===== src/rtl/booth_arith_pkg.sv =====
// Shared types and width helpers for the sequential Booth multiplier/divider family.
// Holds the divider state encoding and constant functions sized from WIDTH.
package booth_arith_pkg;

  typedef enum logic [1:0] {
    IDLE = 2'd0,
    CALC = 2'd1,
    FIX  = 2'd2
  } div_state_t;

  // Bits needed to hold a step count running from WIDTH down to 0.
  function automatic int count_width(input int width);
    return $clog2(width + 1);
  endfunction

  // Two's-complement most-negative value for a given width, zero-extended to 64 bits.
  function automatic logic [63:0] most_neg(input int width);
    return 64'd1 << (width - 1);
  endfunction

endpackage


===== src/rtl/div_restore_step.sv =====
// One restoring-division step: shift {rem, quo} left by one, then try to subtract the divisor.
// Purely combinational so the top can register the result once per clock.
module div_restore_step
  import booth_arith_pkg::*;
#(
  parameter int WIDTH = 4
) (
  input  logic [WIDTH:0]   rem,
  input  logic [WIDTH-1:0] quo,
  input  logic [WIDTH-1:0] divisor,
  output logic [WIDTH:0]   rem_next,
  output logic [WIDTH-1:0] quo_next
);

  logic [WIDTH+1:0] rem_shift;
  logic [WIDTH+1:0] trial;

  always_comb begin
    rem_shift = {rem, quo[WIDTH-1]};
    // One guard bit above the remainder makes the borrow an explicit sign bit.
    trial     = rem_shift - {2'b00, divisor};
    if (!trial[WIDTH+1]) begin
      rem_next = trial[WIDTH:0];
      quo_next = {quo[WIDTH-2:0], 1'b1};
    end else begin
      rem_next = rem_shift[WIDTH:0];
      quo_next = {quo[WIDTH-2:0], 1'b0};
    end
  end

endmodule


===== src/rtl/booth_seq_divider.sv =====
// Sequential signed divider: restoring loop on operand magnitudes, one bit per clock,
// followed by a single sign fix-up cycle that publishes quotient, remainder and flags.
module booth_seq_divider
  import booth_arith_pkg::*;
#(
  parameter int WIDTH = 4
) (
  input  logic             clk,
  input  logic             reset,
  input  logic             load,
  input  logic [WIDTH-1:0] N,
  input  logic [WIDTH-1:0] D,
  output logic [WIDTH-1:0] Qo,
  output logic [WIDTH-1:0] R,
  output logic             busy,
  output logic             done,
  output logic             div_by_zero,
  output logic             ovf
);

  localparam int                CW       = count_width(WIDTH);
  localparam logic [WIDTH-1:0]  MOST_NEG = WIDTH'(most_neg(WIDTH));

  div_state_t       state_reg;
  logic [WIDTH:0]   rem_reg;
  logic [WIDTH-1:0] quo_reg;
  logic [WIDTH-1:0] divisor_reg;
  logic [CW-1:0]    count_reg;
  logic             sign_q_reg;
  logic             sign_r_reg;
  logic             dz_pend_reg;
  logic             ovf_pend_reg;

  logic [WIDTH-1:0] n_mag;
  logic [WIDTH-1:0] d_mag;
  logic [WIDTH:0]   rem_next;
  logic [WIDTH-1:0] quo_next;

  // Unsigned magnitudes: negating the most-negative value yields 2^(WIDTH-1), which still fits.
  always_comb begin
    n_mag = N[WIDTH-1] ? -N : N;
    d_mag = D[WIDTH-1] ? -D : D;
  end

  div_restore_step #(.WIDTH(WIDTH)) u_step (
    .rem      (rem_reg),
    .quo      (quo_reg),
    .divisor  (divisor_reg),
    .rem_next (rem_next),
    .quo_next (quo_next)
  );

  assign busy = (state_reg != IDLE);

  always_ff @(posedge clk) begin
    if (reset) begin
      state_reg    <= IDLE;
      rem_reg      <= '0;
      quo_reg      <= '0;
      divisor_reg  <= '0;
      count_reg    <= '0;
      sign_q_reg   <= 1'b0;
      sign_r_reg   <= 1'b0;
      dz_pend_reg  <= 1'b0;
      ovf_pend_reg <= 1'b0;
      Qo           <= '0;
      R            <= '0;
      done         <= 1'b0;
      div_by_zero  <= 1'b0;
      ovf          <= 1'b0;
    end else begin
      done <= 1'b0;
      case (state_reg)
        IDLE: begin
          if (load) begin
            sign_q_reg   <= N[WIDTH-1] ^ D[WIDTH-1];
            sign_r_reg   <= N[WIDTH-1];
            quo_reg      <= n_mag;
            divisor_reg  <= d_mag;
            rem_reg      <= '0;
            count_reg    <= CW'(WIDTH);
            div_by_zero  <= 1'b0;
            ovf          <= 1'b0;
            dz_pend_reg  <= (D == '0);
            ovf_pend_reg <= (N == MOST_NEG) && (D == '1);
            state_reg    <= (D == '0) ? FIX : CALC;
          end
        end
        CALC: begin
          rem_reg   <= rem_next;
          quo_reg   <= quo_next;
          count_reg <= count_reg - CW'(1);
          if (count_reg == CW'(1)) begin
            state_reg <= FIX;
          end
        end
        FIX: begin
          if (dz_pend_reg) begin
            // quo still holds |N|, so re-applying the dividend sign recovers N exactly.
            Qo <= '1;
            R  <= sign_r_reg ? -quo_reg : quo_reg;
          end else begin
            Qo <= sign_q_reg ? -quo_reg : quo_reg;
            R  <= sign_r_reg ? -rem_reg[WIDTH-1:0] : rem_reg[WIDTH-1:0];
          end
          div_by_zero <= dz_pend_reg;
          ovf         <= ovf_pend_reg;
          done        <= 1'b1;
          state_reg   <= IDLE;
        end
        default: state_reg <= IDLE;
      endcase
    end
  end

endmodule


===== config.mk =====
export PLATFORM = sky130hd
export DESIGN_NAME = booth_seq_divider
export DESIGN_NICKNAME = d
export VERILOG_FILES = /design/src/rtl/booth_arith_pkg.sv /design/src/rtl/div_restore_step.sv /design/src/rtl/booth_seq_divider.sv
export SDC_FILE = /design/constraint.sdc
export NUM_CORES = 1
export LEC_CHECK = 0
export CAP_MARGIN = 15
export CORE_UTILIZATION = 30
export CTS_CLUSTER_SIZE = 20
export DETAILED_ROUTE_END_ITERATION = 10
export GPL_ROUTABILITY_DRIVEN = 0
export PLACE_DENSITY = 0.52
export REMOVE_ABC_BUFFERS = 1
export SLEW_MARGIN = 40
export SYNTH_ARGS = -nofsm -noshare
export SYNTH_HDL_FRONTEND = slang
export SYNTH_SLANG_ARGS = --single-unit

===== constraint.sdc =====
create_clock -name clk -period 3.54 [get_ports clk]
set_input_delay 0.885 -clock clk [delete_from_list [all_inputs] [get_ports clk]]
set_output_delay 0.885 -clock clk [all_outputs]
set_load 0.02 [all_outputs]

Yosys cells after proc, flatten, opt, wreduce, memory -nomap -nowiden:

Cells that the tools add are included.

* reductions and logical operators: 10
* bitwise gates (word level): 1
* add/sub/neg operators: 6
* multiplexer cells: 23
* equal/unequal tests: 7

Operators by type and width (number)
* two-way mux 4 bit: 8
* negation 4 bit: 4
* two-way mux 5 bit: 2
* one-hot mux 5 bit (2 select lines): 1
* == test 4 bit (second input constant): 2
* one-hot mux 4 bit (2 select lines): 1
* AND reduction 2 bit: 4
* two-way mux 2 bit: 3
* one-hot mux 3 bit (2 select lines): 1
* nonzero test 2 bit: 3
* subtractor 6 x 4 -> 6 bit: 1
* logical NOT 4 bit: 1
* != test 2 bit (second input constant): 2
* one-hot mux 1 bit (2 select lines): 2
* one-hot mux 2 bit (2 select lines): 1
* == test 3 x 1 -> 1 bit (second input constant): 1
* two-way mux 1 bit: 3
* two-way mux 3 bit: 1
* subtractor 3 x 1 -> 3 bit (second input constant): 1
* == test 2 x 1 -> 1 bit (second input constant): 1
* == test 2 bit (second input constant): 1
* logical NOT 2 bit: 1
* logical AND 1 bit: 1
* XOR 1 bit: 1

* output and inout bits: 12
* register bits: 33
* logic and storage cells: 61

Longest topological paths before layout:

* depth in word-level cells: 4
* gate-level depth with buffers: 8

By module:

Synthesis repeated with hierarchy kept, for this count alone.

* cells, all modules: 235
* area total of the unflattened synthesis: 1933.1 um^2

Modules (own cells, without submodules)
* booth_seq_divider: area each 1641.6 um^2, cells an instance 194, seq. area each 660.6 um^2, instances 1
* div_restore_step: area each 291.5 um^2, cells an instance 41, seq. area each 0.0 um^2, instances 1

Worst setup path after synthesis:

No wires, ideal clock.

* path type: register to register
* start point: register divisor_reg[1]
* end point: register rem_reg[4]
* data required time: 3.452 ns
* arrival: 1.774 ns
* cell stages (with the launch flop): 8
* setup slack: 1.678 ns
* cells stage by stage: dfxtp_1 > inv_1 > ha_1 > nor2b_1 > o2111ai_1 > o211ai_4 > or3_1 > a311oi_2

* longest elaborated chain between the ends: 3

RTL lines
* start: declaration: line booth_seq_divider.sv:27 `logic [WIDTH-1:0] divisor_reg;`
* start signal: assignment: line booth_seq_divider.sv:79 `divisor_reg <= d_mag;`
* subtractor 6 x 4 -> 6 bit: line div_restore_step.sv:21 `trial = rem_shift - {2'b00, divisor};`
* two-way mux 5 bit: line div_restore_step.sv:22 `if (!trial[WIDTH+1]) begin`
* one-hot mux 5 bit (2 select lines): line booth_seq_divider.sv:73 `case (state_reg)`
* end signal: assignment: line booth_seq_divider.sv:90 `rem_reg <= rem_next;`
* end: declaration: line booth_seq_divider.sv:25 `logic [WIDTH:0] rem_reg;`

Every way passes these cells.
A chain may end at the register's enable or synchronous reset.

Final worst setup path:

* start point: register state_reg[0]
* end point: output busy

* longest elaborated chain between the ends: 1

RTL lines
* start: declaration: line booth_seq_divider.sv:24 `div_state_t state_reg;`
* start signal: assignment: line booth_seq_divider.sv:86 `state_reg <= (D == '0) ? FIX : CALC;`
* nonzero test 2 bit: line booth_seq_divider.sv:53 `assign busy = (state_reg != IDLE);`
* end: declaration: line booth_seq_divider.sv:15 `output logic busy,`

Every way passes these cells.

==> results.yml <==
run_status:
  status: "completed"
timing:
  finalCritPeriodShare: 0.709
  min_period_ns: 2.51
  hold_violations: 0
  rsz0062_at_grt: "false"
  skew_ns: 0.00955
  slew_viol_final: 0
  tns_ns: 0
  tightestPinTransition_ns: 0.653
  setup-violations-final: 0
  slew_headroom: 0.564
  fmax_mhz: 399
placed_design:
  dp_hpwl_um: 3110
  portBuffers: 22
  place_area_um2: 2160
logic_synthesis:
  synth_cells: 228
  synth_area_leaders: "dfxtp_1 (35%), ha_1 (7.3%), nor2_1 (6.0%)"
  synthFlopType: "dfxtp_1"
  synth_edf_count: 0
  ys_types: 41
  syn_avg_cell_area_um2: 8.30
  yosysWarningCount: 0
  synthArstFlopShare: 0
  synth_top_area_frac: 0.349
  synth-seq-area-share: 0.349
  yosys.area.top_type: "dfxtp_1"
  netlist_area_um2: 1890
  ys_seq_elements: 33
cells_and_area:
  layout_commonest_cell: "dfxtp_1"
  syn_to_final_growth_pct: 18.7
  seq_area_um2: 661
  multiInputGateArea_um2: 1120
  layout_common_cells: "dfxtp_1 (33), nor2_1 (30), nand2_1 (22), clkdlybuf4s50_1 (22), a21oi_1 (19)"
  largest_reg_flops: 5
  finish.net_count: 269
  num_antenna_cells: 0
  postLayoutCellArea_um2: 2240
  fillers: 619
  drive_gt1_frac: 0.0688
cts:
  path_clk_slew_ns: 0.07
  cts_sinks: 33
  root_buffer: "clkbuf_8"
  cts_setup_buffers: 0
  clock_latency_ns: 0.28
  cts_resized: 0
  cts_made_buffers: 5
  ctsHoldBuffers: 0
  htree_levels: 2
  cts_buffer_depth: 2
  cts_tree: "done"
flow_run:
  drv_cap: 0
route:
  via_per_inst: 4.92
  wl_um: 4100
  drt_pass1_iterations: 4
  wire_per_inst_um: 12.7
  vias: 1585
  drc: 0
  final_antenna_net_count: 0
  drtIter0Drc: 76
worst_setup_path:
  cp_cell_sequence: "or2_2 -> clkdlybuf4s50_1"
  path_buf_inv: 1
  slowest_delay_ns: 0.59
  crit_fanout: 12
  critical_path_arrival_ns: 1.62
  end_kind: "output pin"
  setup.worst_path.start_class: "flip-flop"
  rr_worst_depth: 7
  worst-path-stages: 2
  crit_type: "flip-flop to output pin"
  critPathRequiredTime_ns: 2.65
  slowest_stage: "clkdlybuf4s50_1"
  crit_family: "buffers and inverters"
floorplanning:
  core-area_um2: 5990
  die_h_um: 81.4
  rows: 28
  io_pins: 23
  die_area_um2: 6630
  start_util: 0.316
  die_w_um: 81.4
global_route:
  grt_pass1_wl_um: 7130
  antenna_found_initial: 0
  grt_usage: 0.141
  grt_max_degree: 18
  grt_pass1_vias: 1521
  grt.overflow.total: 0
pwr:
  power.density_nw_per_um2: 418
  p_leak_nw: 0.797
  irDropWorstVdd_v: 0.000187
worst_hold_path:
  hold_class: "flip-flop to flip-flop"
  worstHoldPathCells: 2
==> path summary, 6_finish.rpt <==
| path | endpoint | from | slack [ns] |
|---|---|---|---|
| setup / recovery | busy | state_reg[0]$_SDFFE_PP0P_ | 1.03 |
| hold / removal | R[3]$_SDFFE_PP0P_ | R[3]$_SDFFE_PP0P_ | 0.46 |
| setup reg to reg | rem_reg[4]$_SDFFE_PP0P_ | divisor_reg[1]$_SDFFE_PP0P_ | 1.47 |
| hold reg to reg | R[3]$_SDFFE_PP0P_ | R[3]$_SDFFE_PP0P_ | 0.46 |
==> synth_stat cells, drive strengths merged, types with 4 or more instances <==
cell	count
a21oi	19
dfxtp	33
nand2b	7
clkbuf	10
xnor2	11
nand2	22
nor3	7
nor2	30
mux2i	5
nor2b	6
or2	4
ha	11
a211oi	7
o211ai	4
inv	15
==> cells by family after synthesis <==
logic type,synth area share
multiplexers,0.0384
adder cells (fa/ha/maj),0.0833
AND/OR/NAND/NOR,0.230
AO/OA/AOI/OAI,0.190
flip-flops,0.349
XOR/XNOR,0.0509
buffers and inverters,0.0582
==> through the flow <==
stage | cells | total power [W] | hold WS [ns] | utilization | setup slack [ns]
after floorplan | 216 | 0.000600 | 0.426 | - | 1.68
after global placement | 314 | 0.000678 | 0.443 | 0.360 | 1.13
after detailed placement | 314 | 0.000677 | 0.446 | 0.361 | 1.10
after CTS | 322 | 0.000952 | 0.456 | 0.375 | 1.03
after global routing | 322 | 0.00100 | 0.472 | 0.375 | 0.951
final | 322 | 0.000938 | 0.455 | 0.375 | 1.03
==> area by class of cell <==
type	instances	area share
inverters	15	0.0251
flip-flops and latches	33	0.294
clock buffers	6	0.0323
repair buffers	23	0.101
well taps	75	0.0418
multi-input cells	168	0.501
clock inverters	2	0.00446
==> per-layer routing <==
| layer | vias up | wire [um] | global-route usage |
|---|---|---|---|
| met3 | 6 | 168 | 0.0389 |
| met1 | 711 | 2080 | 0.184 |
| met5 | - | 0 | 0 |
| met4 | 0 | 64 | 0.0464 |
| met2 | 37 | 1790 | 0.223 |
| li1 | 831 | - | - |
==> worst reg2reg max path, cell delays in order (launching register included) <==
cell	delay (ns)
dfxtp_1	0.41
inv_1	0.07
ha_1	0.26
nor2b_1	0.20
o221a_2	0.28
o211ai_4	0.14
or3_1	0.40
a311oi_2	0.23
==> power by group <==
| part | internal (W) | switching (W) | total (W) |
|---|---|---|---|
| clock network | 0.000136 | 0.000134 | 0.000270 |
| registers | 0.000396 | 0.0000311 | 0.000427 |
| logic | 0.000111 | 0.000130 | 0.000240 |
| total | 0.000643 | 0.000295 | 0.000938 |
Note: power is estimated with default switching activity, not from simulation.
